`config.mk`:
```
export PLATFORM = sky130hd
export DESIGN_NAME = serial_shifter
export DESIGN_NICKNAME = d
export VERILOG_FILES = /design/src/rtl/shifter_types.sv /design/src/rtl/shift_step.sv /design/src/rtl/serial_shifter.sv
export SDC_FILE = /design/constraint.sdc
export NUM_CORES = 1
export LEC_CHECK = 0
export CORE_MARGIN = 8
export CORE_UTILIZATION = 44
export CTS_CLUSTER_SIZE = 25
export DETAILED_ROUTE_END_ITERATION = 12
export PLACE_DENSITY = 0.71
export SYNTH_ARGS = -nofsm -noshare
export SYNTH_HDL_FRONTEND = slang
export SYNTH_SLANG_ARGS = --single-unit
```
`constraint.sdc`:
```
create_clock -name clk -period 4.6 [get_ports clk]
set_input_delay 0.69 -clock clk [delete_from_list [all_inputs] [get_ports clk]]
set_output_delay 0.69 -clock clk [all_outputs]
set_load 0.05 [all_outputs]
```
`src/rtl/shifter_types.sv`:
```
// Shared types for the shifter datapath: command encoding, serial FSM states
// and the legal-command predicate.
package shifter_types;

  typedef enum logic [2:0] {
    NONE = 3'd0,
    SHL  = 3'd1,
    SHR  = 3'd2,
    ROL  = 3'd3,
    ROR  = 3'd4
  } cmd_t;

  typedef enum logic [1:0] {
    IDLE = 2'd0,
    RUN  = 2'd1,
    DONE = 2'd2
  } state_t;

  // Encodings 5..7 are reserved and reported as errors.
  function automatic logic is_legal_cmd(input logic [2:0] c);
    return (c <= 3'd4);
  endfunction

endpackage

```
`src/rtl/shift_step.sv`:
```
// Single-bit shift/rotate step; pure combinational so a barrel shifter can
// chain several copies later.
module shift_step
  import shifter_types::*;
#(
  parameter int WIDTH = 8
) (
  input  cmd_t             op,
  input  logic [WIDTH-1:0] value,
  output logic [WIDTH-1:0] value_next,
  output logic             carry
);

  always_comb begin
    value_next = value;
    carry      = 1'b0;
    unique case (op)
      SHL: begin
        carry      = value[WIDTH-1];
        value_next = {value[WIDTH-2:0], 1'b0};
      end
      SHR: begin
        carry      = value[0];
        value_next = {1'b0, value[WIDTH-1:1]};
      end
      ROL: begin
        carry      = value[WIDTH-1];
        value_next = {value[WIDTH-2:0], value[WIDTH-1]};
      end
      ROR: begin
        carry      = value[0];
        value_next = {value[0], value[WIDTH-1:1]};
      end
      default: begin
        value_next = value;
        carry      = 1'b0;
      end
    endcase
  end

endmodule

```
`src/rtl/serial_shifter.sv`:
```
// Bit-serial shift/rotate unit: accepts a command, moves one bit per clock,
// then holds the result until the consumer takes it.
//   state | meaning
//   IDLE  | ready for a command
//   RUN   | stepping, count holds remaining steps
//   DONE  | result presented, waiting for res_ready
module serial_shifter
  import shifter_types::*;
#(
  parameter int WIDTH = 8,
  parameter int AMT_W = $clog2(WIDTH)
) (
  input  logic             clk,
  input  logic             rst_n,
  input  logic             cmd_valid,
  output logic             cmd_ready,
  input  logic [2:0]       cmd,
  input  logic [WIDTH-1:0] operand,
  input  logic [AMT_W-1:0] amount,
  output logic             res_valid,
  input  logic             res_ready,
  output logic [WIDTH-1:0] result,
  output logic             carry,
  output logic             err
);

  state_t           state, state_next;
  cmd_t             op;
  logic [AMT_W-1:0] count;
  logic [WIDTH-1:0] step_value;
  logic             step_carry;
  logic             skip_run;

  shift_step #(.WIDTH(WIDTH)) u_step (
    .op         (op),
    .value      (result),
    .value_next (step_value),
    .carry      (step_carry)
  );

  // NONE, reserved encodings and zero amounts complete without stepping.
  assign skip_run = (cmd == NONE) || !is_legal_cmd(cmd) || (amount == '0);

  always_ff @(posedge clk or negedge rst_n) begin
    if (!rst_n) state <= IDLE;
    else        state <= state_next;
  end

  always_comb begin
    state_next = state;
    unique case (state)
      IDLE:    if (cmd_valid) state_next = skip_run ? DONE : RUN;
      RUN:     if (count == AMT_W'(1)) state_next = DONE;
      DONE:    if (res_ready) state_next = IDLE;
      default: state_next = IDLE;
    endcase
  end

  always_ff @(posedge clk or negedge rst_n) begin
    if (!rst_n) begin
      result <= '0;
      carry  <= 1'b0;
      err    <= 1'b0;
      count  <= '0;
      op     <= NONE;
    end else begin
      unique case (state)
        IDLE: begin
          if (cmd_valid) begin
            result <= operand;
            op     <= cmd_t'(cmd);
            count  <= amount;
            carry  <= 1'b0;
            err    <= !is_legal_cmd(cmd);
          end
        end
        RUN: begin
          result <= step_value;
          carry  <= step_carry;
          count  <= count - AMT_W'(1);
        end
        default: ;
      endcase
    end
  end

  assign cmd_ready = (state == IDLE);
  assign res_valid = (state == DONE);

endmodule

```
# --- Word level (Yosys, flattened, before mapping) ---
# Index checks and enable logic that the tools add are counted.
word_totals:
  register_bits: 18
  latch_bits: 0
  ram_bits: 0
  mem_bits_ro: 0
  inputBits: 18
  output_inout_bits: 12
  wordCells: 45
  mem_count: 0
op_classes:
  n_addsub: 1
  n_mul: 0
  n_div: 0
  magnitude_cmp: 1
  eq_ne: 11
  n_shift: 0
  mux: 13
  bitwise: 0
  reduce_logical: 13
ops:
  columns: ["cell", "count"]
  rows:
  - ["8-bit case mux with 4 select lines", 1]
  - ["8-bit case mux with 2 select lines", 1]
  - ["2-bit two-way mux", 4]
  - ["8-bit two-way mux", 1]
  - ["3-bit by 1-bit equality test with 1-bit output (second input constant)", 2]
  - ["3-bit by 2-bit equality test with 1-bit output (second input constant)", 2]
  - ["3-bit logical NOT", 2]
  - ["2-bit case mux with 3 select lines", 1]
  - ["3-bit case mux with 2 select lines", 1]
  - ["3-bit AND reduction", 2]
  - ["5-bit by 1-bit inequality test with 1-bit output (second input constant)", 1]
  - ["2-bit inequality test (second input constant)", 2]
  - ["1-bit case mux with 2 select lines", 2]
  - ["2-bit AND reduction", 2]
  - ["2-bit OR reduction", 2]
  - ["3-bit equality test (second input constant)", 1]
  - ["3-bit <= comparator (second input constant)", 1]
  - ["3-bit two-way mux", 1]
  - ["3-bit by 1-bit subtractor with 3-bit output (second input constant)", 1]
  - ["2-bit by 1-bit equality test with 1-bit output (second input constant)", 1]
  - ["2-bit equality test (second input constant)", 1]
  - ["2-bit logical NOT", 1]
  - ["1-bit logical OR", 2]
  - ["2-bit by 1-bit inequality test with 1-bit output (second input constant)", 1]
  - ["other kinds (3)", 3]

# --- Depth between registers and ports, before layout ---
# Gate-level depths: netlist (run 1).
logic_depth:
  word_depth: 7
  mapped_depth: 5
  ltp_nobuf: 5

# --- By module ---
# A second synthesis (run 1) with hierarchy kept.
unflattened:
  hier_cells: 149
  hier_area_um2: 1321.3
modules_own_cells:
  columns: ["module", "n_inst", "cells_each", "area_per_inst_um2", "seq_area_each_um2"]
  rows:
  - ["serial_shifter", 1, 96, 983.4, 450.4]
  - ["shift_step", 1, 53, 337.8, 0.0]

# --- Worst setup path after synthesis (run 1) ---
# No wires, ideal clock.
synth_timing:
  path_type: "flip-flop to flip-flop"
  start: "register state[0]"
  end: "register err"
  setup_time_ps: 128
  arrival_ps: 1848
  required_time_ps: 4472
  slack_ps: 2624
  path_stages_with_launch: 5
  n_path_buf: 1
  synth_period_minus_slack_ps: 1976
  cell_sequence: "dfrtp_1 nor2_1 and2_1 clkbuf_1 mux2_1"
synth_via:
  elab_chain_len: 2
synth_rtl:
  columns: ["item", "line", "text"]
  rows:
  - ["start, declared", "serial_shifter.sv:27", "state_t state, state_next;"]
  - ["start signal, assigned", "serial_shifter.sv:46", "else state <= state_next;"]
  - ["2-bit logical NOT", null, null]
  - ["named net cmd_ready", "serial_shifter.sv:16", "output logic cmd_ready,"]
  - ["2-bit AND reduction (no source line)", null, null]
  - ["end signal, assigned", "serial_shifter.sv:74", "err <= !is_legal_cmd(cmd);"]
  - ["end, declared", "serial_shifter.sv:24", "output logic err"]
# The timed path passes the listed nets, and every way through them passes these cells.
# A chain may end at the register's enable or synchronous reset.

# --- Worst setup path after layout (run 1) ---
layout_timing:
  start: "register state[0]"
  end: "output cmd_ready"
layout_via:
  elab_chain_len: 1
layout_rtl:
  columns: ["item", "line", "text"]
  rows:
  - ["2-bit logical NOT", "serial_shifter.sv:87", "assign cmd_ready = (state == IDLE);"]
  - ["end, declared", "serial_shifter.sv:16", null]
# No other way between the ends.

==> results of run 1 <==
[power groups by stage]
stage,sequential [uW],clock (uW),combinational [uW]
2_1_floorplan,444,0,406
3_3_place_gp,349,0,655
3_5_place_dp,356,0,669
4_1_cts,352,101,670
5_1_grt,369,109,716
6_report,351,96.7,664
[cell families after synthesis]
logic type	count (synthesis)	share of synthesized area, %
xor+xnor	2	1.49
compound gates	20	12.6
mux	23	24.8
buf+inv	12	5.41
flops	18	38.2
fa+ha+maj	3	3.19
simple gates	28	14.2
[area by class of cell]
type / count / area, um2 / share of cell area (%)
Timing Repair Buffer: 29 / 290 / 19.3
Tap cell: 30 / 37.5 / 2.50
Multi-Input combinational cell: 76 / 664 / 44.2
Clock buffer: 4 / 36.3 / 2.42
Inverter: 6 / 22.5 / 1.50
Sequential cell: 18 / 450 / 30.0
[layer usage]
metal	share of wire [%]	global-route usage [%]	vias up
li1	-	-	436
met3	8.2	4.97	7
met1	43	14.4	430
met2	48	19.3	32
met5	0	0	-
met4	1.7	4.44	0
[worst max path at each step]
stage | start | endpoint | slack, ns
after CTS | state[0] | cmd_ready | 1.94
final | state[0] | cmd_ready | 1.96
after global routing | state[0] | cmd_ready | 1.82
after detailed placement | cmd_valid | result[4] | 2.23
after global placement | cmd_valid | result[3] | 2.26
after floorplan | state[0] | err | 2.62
[sequential cells by signal, summed over array words and instances (netlist names)]
signal and flops:
op 3, count 3, carry 1, state 2
err 1, result 8
[through the flow]
stage,hold WS (ns),utilization [%]
4_1_cts,0.515,60.1
2_1_floorplan,0.394,-
3_3_place_gp,0.472,58.6
3_5_place_dp,0.488,58.6
6_report,0.508,60.1
5_1_grt,0.543,60.1
[placed cells by master, fill, tap and decap left out, drive strengths merged, types with 2 or more instances in the layout]
cell | synthesis | routed
ha | 3 | 3
nand3 | 2 | 2
o22a | 2 | 2
dfrtp | 18 | 18
nand2b | 2 | 2
mux2 | 23 | 23
o21ai | 6 | 6
clkdlybuf4s50 | 0 | 29
a221oi | 2 | 2
a31oi | 3 | 3
inv | 6 | 6
clkbuf | 2 | 4
nand2 | 3 | 3
nor2 | 11 | 11
a21oi | 2 | 2
nor2b | 2 | 2
==> run summary, run 1 <==
Area of all placed cells without fillers - 1500 um2
Worst slew margin - 48.0%
Count leader, synth - dfrtp_1
Syn Inst Count - 106
Worst path arrival time - 1.95 ns
DP HPWL - 2.02 mm
Final count of hold timing violations - 0
R2r endpoint - result[1]
Largest net degree at the start of global routing - 19
Leakage - 0.000635 uW
FFs w/ async S/R, synth - 100%
Area growth from synthesis to layout - 27.4%
Post-CTS setup buffer count - 0
Seq cells post-synth - 18
Outcome - complete, no violations
Setup TNS - 0 ns
H-Tree Depth - 1
Seq pwr share - 31.6%
Top cell type's share of synthesized area - 38.2%
Post-synth cell types - 38
Mean Syn Cell Area - 11.1 um2
Post-detailed-route count of antenna-violating nets - 0
Width of the die - 67.8 um
Worst Tran Pin Value - 0.777 ns
Inst Count DP - 159
DP Worst Slack - 2.23 ns
Share of cells above drive strength 1 - 21.8%
Layout fillers - 209
Clock Sinks - 18
Synth Net Count - 127
Max incr delay on CP - 0.84 ns
Root Buffer - clkbuf_4
Tot Pwr - 1110 uW
Yosys top cell by area - dfrtp_1
Int Power - 583 uW
Cell Chain, Critical Path - nor2_1, clkdlybuf4s50_1
Area post-placement - 1470 um2
Num CTS Buffers - 3
Ys flop type - dfrtp_1
Top Ports - 30
Clock buffer depth - 2
GP Congestion - 0.818
Drt drc - 0
Via count - 905
First-pass GRT wire length - 4.31 mm
Critical Path RT - 3.91 ns
Minimum clock period - 2.64 ns
Top delay family on crit path - buffers and inverters
Worst-path clk slew - 0.10 ns
Reg-to-reg slack, setup - 2.64 ns
Vias in the first global route - 952
Max-cap violation count - 0
Die Footprint - 4590 um2
Core Region - 2500 um2
Dominant cells by area after synthesis - dfrtp_1 38%, mux2_4 11%, mux2_2 11%
Die Y - 67.8 um
Number of cells on the critical path - 2
WS Path Type - flop to output port
Initial DRC count - 15
Startpoint type of the worst setup path - flop
RSZ-0062 raised after global routing - no
Buf/Inv on CP - 1
Switching Fraction - 47.5%
Number of synthesized flops with an enable pin - 0
Worst flop-to-flop path startpoint - state[0]
R2R cell count - 4
Worst setup margin - 1.96 ns
Worst VDD drop - 0.380 mV
Total GRT Usage - 12.2%
WL final - 2.58 mm
CP Capture Type - output port
# port buffers - 29
Hold buffers post-CTS - 0
Slowest-stage cell, CP - clkdlybuf4s50_1
Later-pin clock latency in the skew report - 0.30 ns
Crit-path max FO - 12
Antenna cells - 0
Final setup fails - 0
Final worst path period share - 57.5%
Initial core utilization - 47.1%
Fmax - 378 MHz
Post-cts sizing count - 0
Total congestion overflow - 0
Hold depth - 1
Psw - 529 uW
Worst min path class - flop to flop
CTS tree - built
Final cell count without fillers - 163
Clock power share - 8.7%
Initial antenna violation count - 0
Sequential-to-total area share from yosys stat - 38.2%
DR pass1 iterations - 4
Post-Syn Area - 1180 um2
Power Density - 741 nW/um2
Routed WL per cell - 15.8 um
Hold wc startpoint - err
Pins Over Slew Limit - 0
Setup Skew - 0.00437 ns
Site row count - 18
Post-synth top cells - 18 x dfrtp_1, 11 x mux2_2, 10 x nor2_1, 9 x mux2_4
Post-DR vias/cell - 5.55
Yosys warns - 0
Logic pwr share - 59.7%
Nets@finish - 155
Hold endpoint - err
Note: power is estimated with default switching activity, not from simulation.
==> inputs of run 2 (changes only) <==
==> constraint.sdc (replaced) <==
create_clock -name clk -period 2.5 [get_ports clk]
set_input_delay 0.375 -clock clk [delete_from_list [all_inputs] [get_ports clk]]
set_output_delay 0.375 -clock clk [all_outputs]
set_load 0.05 [all_outputs]
==> run summary, run 2 (synthesis gave the netlist of run 1 again) <==
First-pass GRT wire length - 4.35 mm (+1.1%)
Final cell count without fillers - 163 (unchanged)
Width of the die - 67.8 um (unchanged)
Most flop-heavy register - result
Met3 Usage GRT - 4.80% (-0.17 points)
Antenna cells - 0 (unchanged)
Power Density - 1360 nW/um2 (+84%)
Vias in the first global route - 907 (-4.7%)
Commonest non-fill, non-tap cell in the layout - clkdlybuf4s50_1
Max-cap violation count - 0 (unchanged)
Setup TNS - 0 ns (unchanged)
Nets@finish - 155 (unchanged)
Leakage - 0.000635 uW (unchanged)
Met2 Usage GRT - 19.4% (+0.12 points)
Clock buffer depth - 2 (unchanged)
Hold buffers post-CTS - 0 (unchanged)
WS Path Type - flop to output port
Total GRT Usage - 12.3% (+0.14 points)
Cell Chain, Critical Path - nor2_1, clkdlybuf4s50_1
Outcome - complete, no violations
Layout fillers - 208 (-0.48%)
Later-pin clock latency in the skew report - 0.29 ns (about the same)
Largest net degree at the start of global routing - 19 (unchanged)
Total congestion overflow - 0 (unchanged)
Worst flop-to-flop path startpoint - state[0]
Fmax - 433 MHz
Top delay family on crit path - buffers and inverters
Pins Over Slew Limit - 0 (unchanged)
Worst Tran Pin Value - 0.790 ns (+0.0130 ns)
Die Footprint - 4590 um2 (unchanged)
Clock Sinks - 18 (unchanged)
Post-detailed-route count of antenna-violating nets - 0 (unchanged)
Critical path startpoint - state[0]
Switching Fraction - 47.4% (-0.13 points)
Inst Count DP - 159 (unchanged)
Worst path arrival time - 1.94 ns (about the same)
Hold wc startpoint - err
Startpoint type of the worst setup path - flop
Tot Pwr - 2040 uW (+84%)
Worst min path class - flop to flop
Clock power share - 8.6% (about the same)
Final worst path period share - 92.4%
Max FFs per register - 8 (unchanged)
Initial DRC count - 17 (+2)
Seq pwr share - 31.7% (about the same)
H-Tree Depth - 1 (unchanged)
Post-DR vias/cell - 5.48 (-1.3%)
# port buffers - 29 (unchanged)
Crit-path max FO - 12 (unchanged)
CTS tree - built
Via count - 893 (-1.3%)
Grt met1 use - 15.2% (+0.78 points)
WL final - 2.55 mm (-0.89%)
Most frequent cells in the layout - 29 x clkdlybuf4s50_1, 18 x dfrtp_1, 11 x mux2_2
Slowest-stage cell, CP - clkdlybuf4s50_1
Worst slew margin - 47.2% (-0.87 points)
Die Y - 67.8 um (unchanged)
Post-CTS setup buffer count - 0 (unchanged)
Num CTS Buffers - 3 (unchanged)
Top Ports - 30 (unchanged)
DR pass1 iterations - 4 (unchanged)
Post-cts sizing count - 0 (unchanged)
Int Power - 1070 uW (+84%)
Worst Hold Margin - 0.507 ns (-0.000703 ns)
Site row count - 18 (unchanged)
Area growth from synthesis to layout - 27.4% (unchanged)
Initial antenna violation count - 0 (unchanged)
Logic pwr share - 59.7% (about the same)
Drt drc - 0 (unchanged)
Final count of hold timing violations - 0 (unchanged)
Worst-path clk slew - 0.10 ns (about the same)
Area post-placement - 1470 um2 (unchanged)
Root Buffer - clkbuf_4
Final setup fails - 0 (unchanged)
Setup Skew - 0.00572 ns (+0.00135 ns)
DP HPWL - 2.03 mm (+0.53%)
Routed WL per cell - 15.7 um (-0.89%)
Worst VDD drop - 0.704 mV (+85%)
Share of cells above drive strength 1 - 21.8% (unchanged)
Minimum clock period - 2.31 ns
Buf/Inv on CP - 1 (unchanged)
Area of all placed cells without fillers - 1500 um2 (unchanged)
Critical Path RT - 2.12 ns (-1.79 ns)
GRT Max-Usage Layer - met2
GP Congestion - 0.818 (about the same)
Initial core utilization - 47.1% (unchanged)
Max incr delay on CP - 0.84 ns (about the same)
Largest regs - result (8), count (3), op (3)
Psw - 968 uW (+83%)
RSZ-0062 raised after global routing - no
Core Region - 2500 um2 (unchanged)
CP Capture Type - output port
-- run 2: worst reg2reg max path, cell delays in order (launching register included) --
cell	delay (ns)
dfrtp_1	0.63
nand2b_4	0.22
nor3_4	0.36
mux2_2	0.38
mux2_2	0.26
-- run 2: area by class of cell --
class                      count  area, um2  area share [%]
timing repair buffer          29        290            19.3
inverter                       6       22.5            1.50
multi-input combinational     76        664            44.2
tap                           30       37.5            2.50
sequential                    18        450            30.0
clock buffer                   4       36.3            2.42
-- run 2: routing by layer --
| layer | vias to the layer above | wire (um) |
|---|---|---|
| met5 | - | 0 |
| met4 | 0 | 25 |
| met3 | 4 | 227 |
| met2 | 31 | 1210 |
| met1 | 420 | 1090 |
| li1 | 438 | - |
-- run 2: power by group through the flow --
stage | Clock, uW | Combinational, uW | Sequential, uW
after floorplan | 0 | 746 | 817
after global placement | 0 | 1210 | 642
after detailed placement | 0 | 1230 | 652
after CTS | 184 | 1240 | 645
after global routing | 198 | 1320 | 685
final | 176 | 1220 | 646
-- run 2: path summary, 6_finish.rpt --
kind | endpoint | slack (ns) | depth (start not counted)
worst min register to register | err | 0.51 | 1
max in group asynchronous | state[1] | 1.47 | 1
min in group asynchronous | err | 0.53 | 1
worst max-delay path | cmd_ready | 0.19 | 2
worst min-delay path | err | 0.51 | 1
worst max register to register | result[1] | 0.54 | 4
-- run 2: per-stage QoR --
| stage | utilization (%) | worst slack (ns) |
|---|---|---|
| after global placement | 58.6 | 0.478 |
| after CTS | 60.1 | 0.164 |
| after floorplan | - | 0.524 |
| after detailed placement | 58.6 | 0.431 |
| final | 60.1 | 0.189 |
| after global routing | 60.1 | 0.0746 |
